**src/rtl/dmem_ctrl_if.sv**
```systemverilog
// CPU data-memory request bus between the MEM stage (master) and dmem_ctrl (slave).
//   mem_addr   byte address of the request
//   mem_read   read request, held until mem_stall is low
//   mem_write  write request (wins over mem_read when both are high)
//   mem_wdata  write data
//   mem_rdata  read data returned to the CPU
//   mem_stall  high while the CPU must hold its request
interface dmem_ctrl_if;
  logic [31:0] mem_addr;
  logic        mem_read;
  logic        mem_write;
  logic [31:0] mem_wdata;
  logic [31:0] mem_rdata;
  logic        mem_stall;

  modport master (
    output mem_addr,
    output mem_read,
    output mem_write,
    output mem_wdata,
    input  mem_rdata,
    input  mem_stall
  );

  modport slave (
    input  mem_addr,
    input  mem_read,
    input  mem_write,
    input  mem_wdata,
    output mem_rdata,
    output mem_stall
  );
endinterface

```
**src/rtl/dmem_ctrl.sv**
```systemverilog
// Data-memory controller: responder end of the CPU data-memory bus.
//   - RAM region (below IO_BASE): synchronous on-chip RAM, 1-cycle read latency.
//   - IO region (IO_BASE and above): registered valid/ready peripheral request with timeout.
//   - Secondary DMA port into the RAM, granted when the CPU is idle or when the DMA
//     has been denied for STARVE_MAX consecutive request cycles.
// Ports:
//   clk, rst_n           clock, asynchronous active-low reset
//   cpu                  CPU request bus (slave modport)
//   ram_*                RAM address / write enable / write data / read data
//   io_*                 peripheral request (registered), ready/data return, timeout pulse
//   dma_*                DMA request, 1-cycle grant, read data and read-data valid
module dmem_ctrl #(
  parameter int unsigned ADDR_W     = 12,
  parameter logic [31:0] IO_BASE    = 32'hFFFF_0000,
  parameter int unsigned IO_TIMEOUT = 255,
  parameter int unsigned STARVE_MAX = 16
) (
  input  logic              clk,
  input  logic              rst_n,
  dmem_ctrl_if.slave        cpu,
  output logic [ADDR_W-1:0] ram_addr,
  output logic              ram_we,
  output logic [31:0]       ram_wdata,
  input  logic [31:0]       ram_rdata,
  output logic [31:0]       io_addr,
  output logic [31:0]       io_wdata,
  output logic              io_we,
  output logic              io_valid,
  input  logic              io_ready,
  input  logic [31:0]       io_rdata,
  output logic              io_err,
  input  logic              dma_req,
  input  logic              dma_we,
  input  logic [ADDR_W-1:0] dma_addr,
  input  logic [31:0]       dma_wdata,
  output logic              dma_gnt,
  output logic [31:0]       dma_rdata,
  output logic              dma_rvalid
);

  localparam int unsigned TmoW    = $clog2(IO_TIMEOUT + 1);
  localparam int unsigned StarveW = $clog2(STARVE_MAX + 1);
  localparam logic [31:0] AbortData = 32'hDEAD_BEEF;

  typedef enum logic [1:0] {StIdle, StRamRd, StIoWait, StDmaRd} stateT;

  stateT               stateQ;
  logic [31:0]         rdataQ;
  logic [31:0]         ioAddrQ;
  logic [31:0]         ioWdataQ;
  logic                ioWeQ;
  logic                ioValidQ;
  logic [TmoW-1:0]     tmoQ;
  logic [StarveW-1:0]  starveQ;
  logic                dmaRvalidQ;

  logic                cpuReq;
  logic                isIo;
  logic [ADDR_W-1:0]   cpuWord;
  logic                starveHit;
  logic                tmoHit;
  logic                dmaGnt;
  logic                weComb;
  logic                stallComb;
  logic [ADDR_W-1:0]   ramAddrComb;
  logic [31:0]         ramWdataComb;
  logic [31:0]         rdataComb;

  assign cpuReq    = cpu.mem_read | cpu.mem_write;
  assign isIo      = (cpu.mem_addr >= IO_BASE);
  // Upper address bits inside the RAM region simply alias onto the RAM.
  assign cpuWord   = cpu.mem_addr[ADDR_W+1:2];
  assign starveHit = (starveQ == StarveW'(STARVE_MAX));
  // io_ready in the final wait cycle still completes normally.
  assign tmoHit    = (stateQ == StIoWait) && !io_ready && (tmoQ == TmoW'(IO_TIMEOUT));
  // DMA wins in IDLE when the CPU is quiet, or unconditionally once starved.
  assign dmaGnt    = (stateQ == StIdle) && dma_req && (!cpuReq || starveHit);

  always_comb begin
    ramAddrComb  = cpuWord;
    ramWdataComb = cpu.mem_wdata;
    weComb       = 1'b0;
    stallComb    = 1'b0;
    rdataComb    = rdataQ;
    unique case (stateQ)
      StIdle: begin
        if (dmaGnt) begin
          ramAddrComb  = dma_addr;
          ramWdataComb = dma_wdata;
          weComb       = dma_we;
          stallComb    = cpuReq;
        end else if (cpu.mem_write && !isIo) begin
          weComb = 1'b1;
        end else if (cpuReq) begin
          // RAM read or any IO access needs at least one more cycle.
          stallComb = 1'b1;
        end
      end
      StRamRd: begin
        rdataComb = ram_rdata;
      end
      StIoWait: begin
        if (io_ready) begin
          rdataComb = io_rdata;
        end else if (tmoHit) begin
          rdataComb = AbortData;
        end else begin
          stallComb = 1'b1;
        end
      end
      StDmaRd: begin
        stallComb = cpuReq;
      end
      default: ;
    endcase
  end

  // Gate the combinational strobes so nothing leaks out while reset is held.
  assign ram_addr      = ramAddrComb;
  assign ram_wdata     = ramWdataComb;
  assign ram_we        = rst_n & weComb;
  assign cpu.mem_stall = rst_n & stallComb;
  assign cpu.mem_rdata = rdataComb;
  assign io_err        = rst_n & tmoHit;
  assign dma_gnt       = rst_n & dmaGnt;
  assign io_addr       = ioAddrQ;
  assign io_wdata      = ioWdataQ;
  assign io_we         = ioWeQ;
  assign io_valid      = ioValidQ;
  assign dma_rdata     = ram_rdata;
  assign dma_rvalid    = dmaRvalidQ;

  always_ff @(posedge clk or negedge rst_n) begin
    if (!rst_n) begin
      stateQ     <= StIdle;
      rdataQ     <= '0;
      ioAddrQ    <= '0;
      ioWdataQ   <= '0;
      ioWeQ      <= 1'b0;
      ioValidQ   <= 1'b0;
      tmoQ       <= '0;
      starveQ    <= '0;
      dmaRvalidQ <= 1'b0;
    end else begin
      unique case (stateQ)
        StIdle: begin
          tmoQ <= '0;
          if (dmaGnt) begin
            if (!dma_we) begin
              stateQ     <= StDmaRd;
              dmaRvalidQ <= 1'b1;
            end
          end else if (cpuReq && isIo) begin
            stateQ   <= StIoWait;
            ioValidQ <= 1'b1;
            ioAddrQ  <= cpu.mem_addr;
            ioWdataQ <= cpu.mem_wdata;
            ioWeQ    <= cpu.mem_write;
          end else if (cpu.mem_read && !cpu.mem_write) begin
            stateQ <= StRamRd;
          end
        end
        StRamRd: begin
          rdataQ <= ram_rdata;
          stateQ <= StIdle;
        end
        StIoWait: begin
          if (io_ready) begin
            rdataQ   <= io_rdata;
            ioValidQ <= 1'b0;
            stateQ   <= StIdle;
          end else if (tmoHit) begin
            rdataQ   <= AbortData;
            ioValidQ <= 1'b0;
            stateQ   <= StIdle;
          end else begin
            tmoQ <= tmoQ + TmoW'(1);
          end
        end
        StDmaRd: begin
          dmaRvalidQ <= 1'b0;
          stateQ     <= StIdle;
        end
        default: stateQ <= StIdle;
      endcase

      // Denied-request counter; saturates so a long-starved DMA keeps priority.
      if (dmaGnt) begin
        starveQ <= '0;
      end else if (dma_req && !starveHit) begin
        starveQ <= starveQ + StarveW'(1);
      end
    end
  end

endmodule

```
**src/flat_wrapper.sv**
```systemverilog
// flat-port wrapper written by rule: the top's interface ports become plain ports
module dmem_ctrl_flat 
#(
  parameter int unsigned ADDR_W     = 12,
  parameter logic [31:0] IO_BASE    = 32'hFFFF_0000,
  parameter int unsigned IO_TIMEOUT = 255,
  parameter int unsigned STARVE_MAX = 16
)
  (clk, rst_n, ram_addr, ram_we, ram_wdata, ram_rdata, io_addr, io_wdata, io_we, io_valid, io_ready, io_rdata, io_err, dma_req, dma_we, dma_addr, dma_wdata, dma_gnt, dma_rdata, dma_rvalid, cpu_mem_addr, cpu_mem_read, cpu_mem_write, cpu_mem_wdata, cpu_mem_rdata, cpu_mem_stall);
  dmem_ctrl_if cpu_i ();
  input  logic clk;
  input  logic rst_n;
  output logic [ADDR_W-1:0] ram_addr;
  output logic ram_we;
  output logic [31:0] ram_wdata;
  input  logic [31:0] ram_rdata;
  output logic [31:0] io_addr;
  output logic [31:0] io_wdata;
  output logic io_we;
  output logic io_valid;
  input  logic io_ready;
  input  logic [31:0] io_rdata;
  output logic io_err;
  input  logic dma_req;
  input  logic dma_we;
  input  logic [ADDR_W-1:0] dma_addr;
  input  logic [31:0] dma_wdata;
  output logic dma_gnt;
  output logic [31:0] dma_rdata;
  output logic dma_rvalid;
  input wire logic [$bits(cpu_i.mem_addr)-1:0] cpu_mem_addr;
  input wire logic [$bits(cpu_i.mem_read)-1:0] cpu_mem_read;
  input wire logic [$bits(cpu_i.mem_write)-1:0] cpu_mem_write;
  input wire logic [$bits(cpu_i.mem_wdata)-1:0] cpu_mem_wdata;
  output wire logic [$bits(cpu_i.mem_rdata)-1:0] cpu_mem_rdata;
  output wire logic [$bits(cpu_i.mem_stall)-1:0] cpu_mem_stall;
  assign cpu_i.mem_addr = cpu_mem_addr;
  assign cpu_i.mem_read = cpu_mem_read;
  assign cpu_i.mem_write = cpu_mem_write;
  assign cpu_i.mem_wdata = cpu_mem_wdata;
  assign cpu_mem_rdata = cpu_i.mem_rdata;
  assign cpu_mem_stall = cpu_i.mem_stall;
  dmem_ctrl #(.ADDR_W(ADDR_W), .IO_BASE(IO_BASE), .IO_TIMEOUT(IO_TIMEOUT), .STARVE_MAX(STARVE_MAX)) u_core (.clk(clk), .rst_n(rst_n), .cpu(cpu_i), .ram_addr(ram_addr), .ram_we(ram_we), .ram_wdata(ram_wdata), .ram_rdata(ram_rdata), .io_addr(io_addr), .io_wdata(io_wdata), .io_we(io_we), .io_valid(io_valid), .io_ready(io_ready), .io_rdata(io_rdata), .io_err(io_err), .dma_req(dma_req), .dma_we(dma_we), .dma_addr(dma_addr), .dma_wdata(dma_wdata), .dma_gnt(dma_gnt), .dma_rdata(dma_rdata), .dma_rvalid(dma_rvalid));
endmodule
```
**config.mk**
```make
export PLATFORM = sky130hd
export DESIGN_NAME = dmem_ctrl_flat
export DESIGN_NICKNAME = d
export VERILOG_FILES = /design/src/rtl/dmem_ctrl_if.sv /design/src/rtl/dmem_ctrl.sv /design/src/flat_wrapper.sv
export SDC_FILE = /design/constraint.sdc
export NUM_CORES = 1
export LEC_CHECK = 0
export ABC_CLOCK_PERIOD_IN_PS = 2790
export CAP_MARGIN = 5
export CORE_AREA = 3 3 137 139
export CTS_CLUSTER_SIZE = 16
export DETAILED_ROUTE_END_ITERATION = 10
export DIE_AREA = 0 0 140 142
export PLACE_DENSITY = 0.73
export SKIP_CTS_REPAIR_TIMING = 1
export SLEW_MARGIN = 40
export SYNTH_ARGS = -nofsm -noshare
export SYNTH_HDL_FRONTEND = slang
export SYNTH_SLANG_ARGS = --single-unit
```
**constraint.sdc**
```tcl
create_clock -name clk -period 2.79 [get_ports clk]
set_input_delay 0.4185 -clock clk [delete_from_list [all_inputs] [get_ports clk]]
set_output_delay 0.4185 -clock clk [all_outputs]
set_load 0.01 [all_outputs]
```
# Word-level counts from Yosys, hierarchy flattened
# Cells that the tools add are included.
[word_totals]
inputBits = 179
out_inout_bits = 179
register_bits = 114
[op_classes]
reduce_logical = 24
eq_ne = 14
bitwise = 6
magnitude_cmp = 1
addsub = 2
muxes = 36
[ops]
columns = ["cell", "count"]
rows = [
  ["$mux W32", 4],
  ["$pmux W32 S2", 1],
  ["$ge A32 B32 Y1 const B", 1],
  ["$mux W12", 2],
  ["$mux W8", 2],
  ["$pmux W8 S2", 1],
  ["$mux W1", 14],
  ["$mux W2", 6],
  ["$reduce_and A3 Y1", 4],
  ["$mux W5", 2],
  ["$ne A2 B2 Y1 const B", 5],
  ["$add A8 B1 Y8 const B", 1],
  ["$eq A8 B8 Y1 const B", 1],
  ["$logic_and A1 B1 Y1", 8],
  ["$pmux W2 S3", 1],
  ["$reduce_bool A2 Y1", 3],
  ["$add A5 B1 Y5 const B", 1],
  ["$eq A5 B5 Y1 const B", 1],
  ["$logic_not A1 Y1", 5],
  ["$and A1 B1 Y1", 4],
  ["$eq A2 B2 Y1 const B", 2],
  ["$ne A4 B3 Y1 const B", 1],
  ["$pmux W1 S2", 2],
  ["$reduce_and A4 Y1", 1],
  ["other kinds (10)", 10],
]

# Logic depth before layout (Yosys ltp)
[logic_depth]
ltp_word = 7
ltp_mapped = 8
mapped_depth_nobuf = 7

# Worst setup path before layout
# OpenSTA, ideal clock, no wires.
[synth_path]
path_type = "register to output"
startpoint = "register u_core.tmoQ[0]"
endpoint = "output port cpu_mem_rdata[10]"
path_buffers = 1
required_ns = 2.372
path_stages_with_launch = 8
setup_slack_ns = 0.626
arrival_time_ns = 1.746
path_cell_list = "dfrtp_1 ha_1 and3_1 a31oi_1 clkbuf_1 nand2_1 a21oi_1 a31oi_1"
[synth_via]
elab_chain_len = 5
[synth_rtl]
columns = ["element", "line", "rtl"]
rows = [
  ["start: declaration", "dmem_ctrl.sv:53", "logic [TmoW-1:0] tmoQ;"],
  ["start signal: assignment", "dmem_ctrl.sv:177", "tmoQ <= tmoQ + TmoW'(1);"],
  ["$eq A8 B8 Y1", "dmem_ctrl.sv:75", "assign tmoHit = (stateQ == StIoWait) && !io_ready && (tmoQ == TmoW'(IO_TIMEOUT));"],
  ["$logic_and A1 B1 Y1", "dmem_ctrl.sv:75", ""],
  ["$mux W32", "dmem_ctrl.sv:105", "end else if (tmoHit) begin"],
  ["$mux W32", "dmem_ctrl.sv:103", "if (io_ready) begin"],
  ["$pmux W32 S2", "-", ""],
  ["end: declaration", "flat_wrapper.sv:35", "output wire logic [$bits(cpu_i.mem_rdata)-1:0] cpu_mem_rdata;"],
]
# Every way passes these cells.

# Worst setup path in the final report
[layout_path]
startpoint = "register u_core.tmoQ[0]"
endpoint = "output port cpu_mem_rdata[14]"
# The elaborated chain is that of the path after synthesis.

==> impl_metrics.py <==
metrics = {
    "run_status": {
        "status": "finished with violations",
        "violations": "negative setup slack",
    },
    "synth": {
        "synth_warnings": 0,
        "post_synth_and_or_nand_nor_area_fraction_pct": 18.8,
        "ys_ff_latch": 114,
        "synthTopCellsByArea": "dfrtp_1, nand2_1, mux2_4",
        "synth_top_area_share_pct": 47.8,
        "synth_compound_area_share_pct": 11.6,
        "async_flop_share_pct": 100,
        "synth_area_per_cell_sq_um": 9.25,
        "synth-xor-area-share_pct": 1.32,
        "postSynthCellCount": 645,
        "ys_seq_area_share_pct": 47.8,
        "yosysTopAreaCell": "dfrtp_1",
        "synth_area_sq_um": 5970,
        "dominantRegCellSynth": "dfrtp_1",
        "synth.area.mux_share_pct": 11.3,
        "syn_nets": 833,
        "synth_edf_count": 0,
        "synth_fa_ha_area_share_pct": 1.89,
        "synth_cell_types": 43,
        "synth_top_family_by_area": "simple AND/OR/NAND/NOR gates",
    },
    "detailed_routing": {
        "wl_mm": 22.2,
        "firstDrtPassIters": 5,
        "drc": 0,
        "drtAntennaViolNets": 0,
        "routed-via-count": 5993,
        "wl_per_cell_um": 18.0,
        "viasPerCell": 4.87,
        "drtIter0Drc": 282,
    },
    "cells_and_area": {
        "n_antenna_cell": 0,
        "nFillCells": 1521,
        "drive_gt1_share_pct": 13.3,
        "final_common_cell": "clkdlybuf4s50_1",
        "mostFrequentLayoutCells": "clkdlybuf4s50_1, nand2_1, dfrtp_1",
        "syn_to_final_growth_pct": 80.6,
        "final_util_pct": 60.6,
        "nets": 1177,
    },
    "sta": {
        "finalHoldViolations": 0,
        "tightestPinTransition_ns": 0.719,
        "fmax_mhz": 335,
        "maxSlewHeadroom_pct": 52.1,
        "fin_ws_ns": -0.197,
        "finalSetupViolCount": 1,
        "final_max_slew_viol_count": 0,
        "period_needed_ns": 2.99,
        "min_period_over_period_pct": 107,
        "finalHoldWorstSlack_ns": 0.0792,
        "fin_skew_ns": 0.00885,
        "rsz0062_at_grt": "true",
    },
    "grt": {
        "grt_pass1_wl_mm": 31.4,
        "grt_pass1_vias": 5862,
        "grt_overflow": 0,
        "antenna_found_initial": 0,
        "track_usage_pct": 19.7,
        "grt_max_degree": 76,
    },
    "setup_path": {
        "path_class": "register to output pin",
        "rrSetupSlack_ns": 0.53,
        "max_stage_delay_ns": 0.52,
        "cp.arrival_ns": 2.57,
        "cp-start-kind": "register",
        "path_cells": "ha_2 -> and3_2 -> a21oi_1 -> buf_4 -> a22oi_1 -> o21ai_1 -> buf_4 -> clkdlybuf4s50_1",
        "cpMostUsedCell": "buf_4",
        "critPathRequiredTime_ns": 2.37,
        "slowest_stage": "clkdlybuf4s50_1",
        "path_max_fanout": 8,
        "endpoint_kind": "output pin",
    },
    "power_and_ir_drop": {
        "p_per_area_nw_per_um2": 682,
        "p_leak_nw": 5.65,
        "peakVddDrop_mv": 0.753,
    },
    "clock_tree": {
        "cts_root_buf": "clkbuf_16",
        "clkTransAtPathRegs_ns": 0.06,
        "cts_tree": "done",
        "cts-buffers-inserted": 17,
        "h-tree-depth": 4,
        "clk_path_buf_depth": 2,
        "clk_latency_ns": 0.41,
        "clock-sinks": 114,
    },
    "floorplanning": {
        "fp.dieH_um": 142,
        "dieArea_sq_um": 19900,
        "dieWidth_um": 140,
        "io_pins": 358,
        "start_util_pct": 33.6,
        "rows": 49,
        "fp.coreArea_sq_um": 17800,
    },
    "min_path": {
        "hold_path_class": "input port to async pin",
    },
    "job": {
        "cap_violations": 0,
    },
    "place": {
        "gp_congestion": 0.896,
        "hpwl_mm": 15.2,
        "dp_slack_ns": -0.396,
        "portBuffers": 357,
    },
}
-- cell families (layout without fill, tap and decap cells) --
| logic type | count (synthesis) | in the layout |
|---|---|---|
| buf+inv | 76 | 433 |
| flops | 114 | 114 |
| xor+xnor | 9 | 9 |
| fa+ha+maj | 9 | 9 |
| compound gates | 119 | 119 |
| mux | 52 | 52 |
| simple gates | 266 | 266 |
-- final timing paths --
kind,to,depth (start not counted),startpoint
setup reg to reg,u_core.io_addr[4]$_DFFE_PN0P_,8,u_core.starveQ[0]$_DFFE_PN0P_
setup / recovery,cpu_mem_rdata[14],8,u_core.tmoQ[0]$_DFFE_PN0P_
min in group clk,u_core.io_addr[31]$_DFFE_PN0P_,1,u_core.io_addr[31]$_DFFE_PN0P_
max in group asynchronous,u_core.io_wdata[22]$_DFFE_PN0P_,3,rst_n
hold reg to reg,u_core.io_addr[31]$_DFFE_PN0P_,1,u_core.io_addr[31]$_DFFE_PN0P_
hold / removal,u_core.rdataQ[0]$_DFF_PN0_,2,rst_n
-- per-stage QoR --
step	area, sq um	setup TNS, ns	power (mW)	std cells
floorplan	5970	0	3.45	645
finish	10800	-0.197	7.35	1231
detailed placement	9710	-0.440	5.12	1186
global placement	9700	-0.395	5.07	1186
CTS	10300	-16.83	7.35	1218
global route	10800	-0.313	7.77	1231
-- cell usage after synthesis (all sizes together) (3+ instances only) --
cell and count:
ha 9, a31oi 26, buf 40, nor2 15, dfrtp 114, xor2 5
nor3 3, a22oi 8, inv 9, mux2 49, xnor2 4, o21ai 48
nand2b 18, nand2 204, mux2i 3, clkbuf 27, nand3 6, a21oi 27
nand4 9
-- critical path, delay by kind of cell (launching register included) --
family	cells	cell delay [ns]
flip-flops	1	0.41
AO/OA/AOI/OAI	3	0.43
adder cells (fa/ha/maj)	1	0.23
AND/OR/NAND/NOR	1	0.24
buffers and inverters	3	0.86
-- power breakdown --
group          internal, mW  leakage (nW)  switching, mW
registers              1.94          1.52          0.120
logic                  1.56          3.86           1.55
clock network          1.40         0.275          0.790
total                  4.90          5.65           2.46
-- layer usage --
layer  vias up  track usage [%]  part of all wire, %
met5         -                0                    0
met4         0             7.96                  2.7
met3        38             7.66                  9.2
met2       265             33.5                   51
met1      2848             22.5                   38
li1       2842                -                    -
-- registers in the layout (all words and copies together), names as in the netlist --
register / count
u_core.dma_rvalid: 1
u_core.io_addr: 32
u_core.io_valid: 1
u_core.io_wdata: 32
u_core.io_we: 1
u_core.rdataQ: 32
u_core.starveQ: 5
u_core.stateQ: 2
u_core.tmoQ: 8
-- cell type report --
cell class                 count  area [sq um]  area share (%)
tap                          229           287            2.66
multi-input combinational    455          2750            25.5
inverter                       9          33.8           0.313
sequential                   114          2850            26.5
timing repair buffer         392          4260            39.6
clock buffer                  19           433            4.02
clock inverter                13           160            1.49
Note: power is estimated with default switching activity, not from simulation.
